===== config.mk =====
export PLATFORM = sky130hd
export DESIGN_NAME = corr_count_multi
export DESIGN_NICKNAME = d
export VERILOG_FILES = /design/src/rtl/corr_pkg.sv /design/src/rtl/corr_weight.sv /design/src/rtl/corr_count_multi.sv
export SDC_FILE = /design/constraint.sdc
export NUM_CORES = 1
export LEC_CHECK = 0
export CAP_MARGIN = 5
export CORE_MARGIN = 2
export CORE_UTILIZATION = 38
export DETAILED_ROUTE_END_ITERATION = 10
export PLACE_DENSITY = 0.6
export SYNTH_ARGS = -nofsm -noshare
export SYNTH_HDL_FRONTEND = slang
export SYNTH_SLANG_ARGS = --single-unit
export TNS_END_PERCENT = 50

===== constraint.sdc =====
create_clock -name i_clk -period 6.2 [get_ports i_clk]
set_clock_uncertainty 0.05 [all_clocks]
set_input_delay 0.93 -clock i_clk [delete_from_list [all_inputs] [get_ports i_clk]]
set_output_delay 0.93 -clock i_clk [all_outputs]
set_load 0.03 [all_outputs]

===== src/rtl/corr_pkg.sv =====
// Shared definitions for the multi-channel correlation counter: mode encodings,
// count-slot indices and the weight-width helper.
package corr_pkg;

  localparam logic MODE_RECT    = 1'b0;
  localparam logic MODE_LOGDROP = 1'b1;

  typedef enum logic [1:0] {
    CNT_X       = 2'd0,
    CNT_Y       = 2'd1,
    CNT_ISECT   = 2'd2,
    CNT_SYMDIFF = 2'd3
  } cnt_e;

  // Largest weight is 2**time_w (logdrop at t=0), so one extra bit is needed.
  function automatic int unsigned weight_width(input int unsigned time_w);
    return time_w + 1;
  endfunction

endpackage


===== src/rtl/corr_weight.sv =====
// Per-sample weight generator shared by all channels: 1 in rectangular mode,
// 2**(TIME_W - bitlen(t)) in logdrop mode.
module corr_weight
  import corr_pkg::*;
#(
  parameter int unsigned TIME_W = 8
) (
  input  logic [TIME_W-1:0]              t_i,
  input  logic                           mode_i,
  output logic [weight_width(TIME_W)-1:0] w_o
);

  localparam int unsigned WW = weight_width(TIME_W);

  int unsigned bitlen;

  always_comb begin
    bitlen = 0;
    for (int unsigned i = 0; i < TIME_W; i++) begin
      if (t_i[i]) bitlen = i + 1;
    end
    if (mode_i == MODE_LOGDROP) w_o = WW'(1) << (TIME_W - bitlen);
    else                        w_o = WW'(1);
  end

endmodule


===== src/rtl/corr_count_multi.sv =====
// Windowed X/Y/intersection/symmetric-difference counter over N_CH channels
// with a shared timebase and weight generator, result registers and handshake.
module corr_count_multi
  import corr_pkg::*;
#(
  parameter int unsigned N_CH   = 4,
  parameter int unsigned DATA_W = 8,
  parameter int unsigned TIME_W = 8
) (
  input  logic                     i_clk,
  input  logic                     i_rst_n,
  input  logic                     i_cg,
  input  logic                     i_restart,
  input  logic                     i_mode,
  input  logic [N_CH-1:0]          i_x,
  input  logic [N_CH-1:0]          i_y,
  output logic [N_CH*DATA_W-1:0]   o_countX,
  output logic [N_CH*DATA_W-1:0]   o_countY,
  output logic [N_CH*DATA_W-1:0]   o_countIsect,
  output logic [N_CH*DATA_W-1:0]   o_countSymdiff,
  output logic                     o_valid,
  input  logic                     i_ready,
  output logic                     o_overrun,
  output logic [TIME_W-1:0]        o_t
);

  localparam int unsigned WW = weight_width(TIME_W);
  localparam int unsigned AW = DATA_W + 1;
  localparam logic [TIME_W-1:0] T_LAST = '1;

  logic [TIME_W-1:0] t_q, t_d;
  logic              mode_q, mode_d;
  logic              valid_q, valid_d;
  logic              overrun_q, overrun_d;
  logic              eff_mode;
  logic              restart;
  logic              complete;
  logic [WW-1:0]     w;

  assign restart  = i_cg & i_restart;
  assign complete = i_cg & ~i_restart & (t_q == T_LAST);
  // The t=0 sample already uses the mode being captured on that edge.
  assign eff_mode = (t_q == '0) ? i_mode : mode_q;

  corr_weight #(.TIME_W(TIME_W)) u_weight (
    .t_i    (t_q),
    .mode_i (eff_mode),
    .w_o    (w)
  );

  always_comb begin
    t_d       = t_q;
    mode_d    = mode_q;
    valid_d   = valid_q;
    overrun_d = overrun_q;
    if (restart) begin
      t_d       = '0;
      overrun_d = 1'b0;
    end else if (i_cg) begin
      t_d = t_q + 1'b1;
      if (t_q == '0) mode_d = i_mode;
      if (complete) begin
        valid_d = 1'b1;
        if (valid_q && !i_ready) overrun_d = 1'b1;
      end else if (valid_q && i_ready) begin
        valid_d = 1'b0;
      end
    end
  end

  always_ff @(posedge i_clk or negedge i_rst_n) begin
    if (!i_rst_n) begin
      t_q       <= '0;
      mode_q    <= MODE_RECT;
      valid_q   <= 1'b0;
      overrun_q <= 1'b0;
    end else begin
      t_q       <= t_d;
      mode_q    <= mode_d;
      valid_q   <= valid_d;
      overrun_q <= overrun_d;
    end
  end

  assign o_t       = t_q;
  assign o_valid   = valid_q;
  assign o_overrun = overrun_q;

  for (genvar c = 0; c < N_CH; c++) begin : g_ch
    logic [3:0]             hit;
    logic [3:0][DATA_W-1:0] acc_q, acc_d, res_q, res_d;
    logic [3:0][DATA_W-1:0] sum_sat;
    logic [3:0][AW-1:0]     sum;

    assign hit[CNT_X]       = i_x[c];
    assign hit[CNT_Y]       = i_y[c];
    assign hit[CNT_ISECT]   = i_x[c] & i_y[c];
    assign hit[CNT_SYMDIFF] = i_x[c] ^ i_y[c];

    always_comb begin
      acc_d = acc_q;
      res_d = res_q;
      for (int unsigned k = 0; k < 4; k++) begin
        sum[k]     = {1'b0, acc_q[k]} + (hit[k] ? AW'(w) : '0);
        sum_sat[k] = sum[k][DATA_W] ? '1 : sum[k][DATA_W-1:0];
        if (restart) begin
          acc_d[k] = '0;
        end else if (complete) begin
          res_d[k] = sum_sat[k];
          acc_d[k] = '0;
        end else if (i_cg) begin
          acc_d[k] = sum_sat[k];
        end
      end
    end

    always_ff @(posedge i_clk or negedge i_rst_n) begin
      if (!i_rst_n) begin
        acc_q <= '0;
        res_q <= '0;
      end else begin
        acc_q <= acc_d;
        res_q <= res_d;
      end
    end

    assign o_countX[c*DATA_W +: DATA_W]       = res_q[CNT_X];
    assign o_countY[c*DATA_W +: DATA_W]       = res_q[CNT_Y];
    assign o_countIsect[c*DATA_W +: DATA_W]   = res_q[CNT_ISECT];
    assign o_countSymdiff[c*DATA_W +: DATA_W] = res_q[CNT_SYMDIFF];
  end

endmodule


After elaboration in Yosys (flattened, before gate mapping)
Cells that the tools add are included.
{"block": "op_classes", "muxes": 98, "bitwise_logic": 13, "n_reduce_logical": 13, "add_sub_neg": 18, "n_eq_ne": 1, "n_shift": 1}
{"cell": "$mux W8", "n": 66}
{"cell": "$mux W32", "n": 7}
{"cell": "$mux W9", "n": 17}
{"cell": "$add A8 B9 Y9", "n": 16}
{"cell": "$shl A1 B32 Y9 const A", "n": 1}
{"cell": "$sub A4 B32 Y32 const A", "n": 1}
{"cell": "$add A8 B1 Y8 const B", "n": 1}
{"cell": "$eq A8 B8 Y1 const B", "n": 1}
{"cell": "$logic_not A8 Y1", "n": 1}
{"cell": "$mux W1", "n": 8}
{"cell": "$reduce_bool A2 Y1", "n": 4}
{"cell": "$and A1 B1 Y1", "n": 7}
{"cell": "$reduce_and A3 Y1", "n": 2}
{"cell": "$reduce_and A2 Y1", "n": 2}
{"cell": "$xor A1 B1 Y1", "n": 4}
{"cell": "$reduce_bool A3 Y1", "n": 1}
{"cell": "$logic_and A1 B1 Y1", "n": 2}
{"cell": "$not A1 Y1", "n": 2}
{"cell": "$logic_not A1 Y1", "n": 1}
{"block": "word_totals", "ff_bits": 267, "output_inout_bits": 138, "input_bits": 14}

Longest topological paths before layout
{"block": "logic_depth", "ltp_word": 17, "depth_mapped": 20, "mapped_depth_nobuf": 16}

Cells and area by module
A second synthesis with hierarchy kept.
{"block": "hier_totals", "hier_cells": 1836, "hier_area_um2": 17102.7}
{"mod": "corr_count_multi", "area_each_um2": 16911.2, "seq_area_each_um2": 6681.4, "n_inst": 1, "cells_each": 1807}
{"mod": "corr_weight", "area_each_um2": 191.4, "seq_area_each_um2": 0.0, "n_inst": 1, "cells_each": 29}

Worst setup path before layout
Ideal clock, no wire load.
{"block": "synth_timing", "path_type": "reg2reg", "from": "register t_q[1] (netlist: o_t[1])", "to": "register g_ch[0].acc_q[10] (netlist name)", "period_less_slack_ns": 4.882, "arrival_time_ns": 4.765, "setup_slack_ns": 1.318, "stages_incl_launch_ff": 20, "cell_sequence": "dfrtp_1 inv_1 ha_1 nor2_1 o311ai_4 buf_2 nand2_1 ha_1 nor2_1 clkbuf_1 nand2_1 a21oi_1 clkbuf_1 and2_1 fa_1 a211oi_1 o211a_1 or3_1 mux2i_1 a221o_1"}
{"block": "synth_between", "elab_chain_cells": 16, "word_cells_on_any_way": 21, "cone_classes": "add/sub: 2; eq/ne: 1; shift: 1; mux: 14; bitwise: 1; reduce/logical: 2"}
{"element": "from (decl)", "line_no": "corr_count_multi.sv:31", "rtl": "logic [TIME_W-1:0] t_q, t_d;"}
{"element": "from (signal assigned)", "line_no": "corr_count_multi.sv:78", "rtl": "t_q <= t_d;"}
{"element": "$mux W32 (7 in series)", "line_no": "corr_weight.sv:20", "rtl": "if (t_i[i]) bitlen = i + 1;"}
{"element": "$sub A4 B32 Y32", "line_no": "corr_weight.sv:22", "rtl": "if (mode_i == MODE_LOGDROP) w_o = WW'(1) << (TIME_W - bitlen);"}
{"element": "$shl A1 B32 Y9", "line_no": "corr_weight.sv:22"}
{"element": "$mux W9", "line_no": "corr_weight.sv:22"}
{"element": "$mux W9", "line_no": "corr_count_multi.sv:104", "rtl": "sum[k] = {1'b0, acc_q[k]} + (hit[k] ? AW'(w) : '0);"}
{"element": "$add A8 B9 Y9", "line_no": "corr_count_multi.sv:104"}
{"element": "$mux W8", "line_no": "corr_count_multi.sv:105", "rtl": "sum_sat[k] = sum[k][DATA_W] ? '1 : sum[k][DATA_W-1:0];"}
{"element": "$mux W8", "line_no": "corr_count_multi.sv:111", "rtl": "end else if (i_cg) begin"}
{"element": "$mux W8", "line_no": "corr_count_multi.sv:108", "rtl": "end else if (complete) begin"}
{"element": "$mux W8", "line_no": "corr_count_multi.sv:106", "rtl": "if (restart) begin"}
{"element": "to (signal assigned)", "line_no": "corr_count_multi.sv:119", "rtl": "acc_q <= '0;"}
{"element": "to (signal assigned)", "line_no": "corr_count_multi.sv:122", "rtl": "acc_q <= acc_d;"}
{"element": "to (decl)", "line_no": "corr_count_multi.sv:91", "rtl": "logic [3:0][DATA_W-1:0] acc_q, acc_d, res_q, res_d;"}
Several ways; a longest one is shown, not always the timed one. The select of a mux whose other input is x is not followed.
A chain may end at the register's enable or synchronous reset.

Worst setup path after layout
{"block": "layout_timing", "from": "register t_q[1] (netlist: o_t[1])", "to": "register g_ch[1].acc_q[12] (netlist name)"}
{"block": "layout_between", "elab_chain_cells": 16, "word_cells_on_any_way": 21, "cone_classes": "add/sub: 2; eq/ne: 1; shift: 1; mux: 14; bitwise: 1; reduce/logical: 2"}
{"element": "$mux W32 (7 in series)", "line_no": "corr_weight.sv:20"}
{"element": "$sub A4 B32 Y32", "line_no": "corr_weight.sv:22"}
{"element": "$shl A1 B32 Y9", "line_no": "corr_weight.sv:22"}
{"element": "$mux W9", "line_no": "corr_weight.sv:22"}
{"element": "$mux W9", "line_no": "corr_count_multi.sv:104"}
{"element": "$add A8 B9 Y9", "line_no": "corr_count_multi.sv:104"}
{"element": "$mux W8", "line_no": "corr_count_multi.sv:105"}
{"element": "$mux W8", "line_no": "corr_count_multi.sv:111"}
{"element": "$mux W8", "line_no": "corr_count_multi.sv:108"}
{"element": "$mux W8", "line_no": "corr_count_multi.sv:106"}
{"element": "to (signal assigned)", "line_no": "corr_count_multi.sv:119"}
{"element": "to (signal assigned)", "line_no": "corr_count_multi.sv:122"}
{"element": "to (decl)", "line_no": "corr_count_multi.sv:91"}
Several ways; a longest one is shown, not always the timed one. The select of a mux whose other input is x is not followed.

==> flow_summary.yaml <==
timing:
  tightest_slew_ps: 1280
  final_hold_viol_count: 0
  slew_viol_final: 0
  maxSlewHeadroom: 0.146
  holdWs_ps: 344
  rsz0062_at_grt: "no"
  timing.final.crit_share: 0.902
  tns_ps: 0
  finalSetupViolations: 0
  min_period_ps: 5600
  fmax_mhz: 179
power_and_ir_drop:
  pwr_density_cell_mw_per_mm2: 265
  ir_worst_vdd_v: 0.000198
  p_leak_uw: 0.00914
critical_path:
  start_kind: "flip-flop"
  criticalPathCategory: "flip-flop to flip-flop"
  reg2reg_from: "o_t[1]$_DFFE_PN0P_"
  cp-end-kind: "flip-flop"
  ff2ff_setup_slack_ps: 600
  worstPathMaxFanout: 19
  r2r_cells: 16
  crit_arrival_ps: 5930
  r2r_end: "g_ch[1].acc_q[12]$_DFFE_PN0P_"
  crit_required_ps: 6540
clock_tree:
  cts_resized: 0
  insertion_delay_ps: 580
  tritoncts: "built"
  cts_buffers: 31
  cts_setup_buffers: 0
  clkTransAtPathRegs_ps: 60
  htree_levels: 1
  clock_path_buffers: 3
  clock-root-buffer: "clkbuf_16"
  clock_sinks: 267
  postCtsHoldBufs: 0
synth:
  synth_area_leaders: "dfrtp_1, ha_1, o22a_1"
  synth_top_cell_area_share: 0.403
  synth_seq_area_share: 0.403
  synth_commonest_cells: "dfrtp_1, ha_1, a21oi_1, and2_1, o21ai_0"
  synth_most_common_cell: "dfrtp_1"
  async_reset_ff_frac: 1.00
  synth_area_mm2: 0.0166
  synth_seq_cells: 267
  syn_nets: 1803
  ys_warn_count: 0
  ys.flop_type: "dfrtp_1"
  synth_top_area_cell: "dfrtp_1"
  synth_area_per_cell_um2: 10.1
  synth.distinct_cells: 53
  synthCells: 1637
  synth_edf_count: 0
placement:
  dpl.cell_count: 2333
  dpl.hpwl_um: 32000
  port_buffers: 151
  place.gp.congestion: 0.886
cells_and_area:
  drive_gt1_frac: 0.0605
  area_growth_syn_to_layout_pct: 19.8
  n_antenna_cell: 0
  layoutNonFillerInstCount: 2388
  nNetsFinal: 1947
die:
  die_area_mm2: 0.0453
  coreArea_mm2: 0.0431
  pin_count: 152
  die_x_um: 213
  die_height_um: 213
  initial_core_util: 0.385
  row_count: 76
flow_run:
  maxCapViolCount: 0
drt:
  vias_per_cell: 5.64
  routed_wl_um: 46600
  first_pass_iters: 5
  num_vias: 13500
  drc: 0
  drt_iter0_drc: 666
  routedWlPerCell_um: 19.5
  postRouteAntennaNets: 0
hold_path:
  hp-class: "input pin to asynchronous set/reset pin"
grt:
  grt_overflow: 0
  grt_pass1_wl_um: 75300
  grt_pass1_vias: 13800
  grt_max_degree: 152
  antenna_found_initial: 1
  grtUsageTotal: 0.208
run_status:
  status: "finished clean"
## metal layers
layer | global-route usage | up-vias | wire length (um) | share of wire
met2 | 0.348 | 258 | 21900 | 0.47
met1 | 0.282 | 6637 | 21400 | 0.46
met3 | 0.0309 | 66 | 2330 | 0.050
li1 | - | 6501 | - | -
met4 | 0.0564 | 2 | 1020 | 0.022
met5 | 0 | - | 11 | 0.00024
## worst max-delay path by stage
stage                  startpoint                             to  slack (ps)
6_report       o_t[1]$_DFFE_PN0P_  g_ch[1].acc_q[12]$_DFFE_PN0P_         600
2_1_floorplan  o_t[1]$_DFFE_PN0P_  g_ch[0].acc_q[10]$_DFFE_PN0P_        1320
3_5_place_dp   o_t[1]$_DFFE_PN0P_  g_ch[1].acc_q[11]$_DFFE_PN0P_         620
4_1_cts        o_t[1]$_DFFE_PN0P_  g_ch[1].acc_q[12]$_DFFE_PN0P_         590
5_1_grt        o_t[1]$_DFFE_PN0P_  g_ch[3].acc_q[21]$_DFFE_PN0P_         250
3_3_place_gp               i_mode  g_ch[1].acc_q[13]$_DFFE_PN0P_         710
## metrics by stage
step	total power (uW)	cell area (um2)	setup slack, ps	utilization
4_1_cts	5330	19900	589	0.461
5_1_grt	5560	19900	251	0.461
3_5_place_dp	3430	18800	620	0.437
2_1_floorplan	2960	16600	1320	-
3_3_place_gp	3410	18800	714	0.437
6_report	5270	19900	605	0.461
## critical path, cell delays in order (launching register included)
cell and delay (ps):
dfrtp_1 440, inv_1 110, ha_1 150, nor2_1 60, o311ai_4 220, buf_4 320, nand2_1 190, ha_1 250
or4_1 560, a21oi_2 1030, and2_1 300, fa_1 260, a211oi_1 110, o21ai_0 320, a21oi_1 120, mux2i_1 640
o221ai_1 270
## registers in the layout (all words and copies together), names as in the netlist
name / cells
g_ch.acc_q: 128
o_countIsect: 32
o_countSymdiff: 32
o_countX: 32
o_countY: 32
o_t: 8
mode_q: 1
o_overrun: 1
o_valid: 1
## report_power, final
group	switching [uW]	internal [uW]	total [uW]
clock	753	1120	1870
combinational	794	534	1330
sequential	139	1930	2070
total	1690	3590	5270
## logic make-up after synthesis
kind of cell / share of synthesized area
XOR/XNOR: 0.0507
buffers and inverters: 0.0300
AND/OR/NAND/NOR: 0.114
multiplexers: 0.0103
flip-flops: 0.403
AO/OA/AOI/OAI: 0.270
adder cells (fa/ha/maj): 0.122
## layout by cell type (no fill, tap or decap), types with 8 or more instances in the layout
cell type / synthesis / final
o22a_1: 83 / 83
clkdlybuf4s50_1: 0 / 149
nand3_1: 18 / 18
nor2_1: 86 / 86
o2bb2ai_1: 8 / 8
a211oi_1: 34 / 32
a21oi_1: 123 / 121
nor2b_1: 17 / 17
o21ai_1: 8 / 8
and3_1: 10 / 10
o211a_1: 9 / 9
fa_1: 16 / 16
nand2_1: 52 / 52
o21bai_1: 32 / 32
dfrtp_1: 267 / 267
a21o_1: 32 / 32
a31oi_1: 29 / 29
buf_4: 2 / 27
xor2_1: 41 / 41
nand2b_1: 14 / 14
a2111oi_2: 9 / 9
inv_1: 59 / 59
xnor2_1: 55 / 55
a22oi_1: 17 / 17
clkbuf_16: 0 / 31
nor3_1: 17 / 13
or3_1: 8 / 8
o21ai_0: 104 / 104
nor4_1: 15 / 14
o221ai_1: 43 / 43
ha_1: 136 / 136
and2_1: 113 / 113
a221o_1: 64 / 64
mux2i_1: 16 / 16
## area by class of cell
cell class / instances / area, um2
tap: 585 / 732
clock buffer: 44 / 895
clock inverter: 11 / 144
timing repair buffer: 179 / 1730
fill: 4062 / 23200
sequential: 267 / 6680
multi-input combinational: 1242 / 9460
inverter: 60 / 225
(Power assumes the default switching activity.)
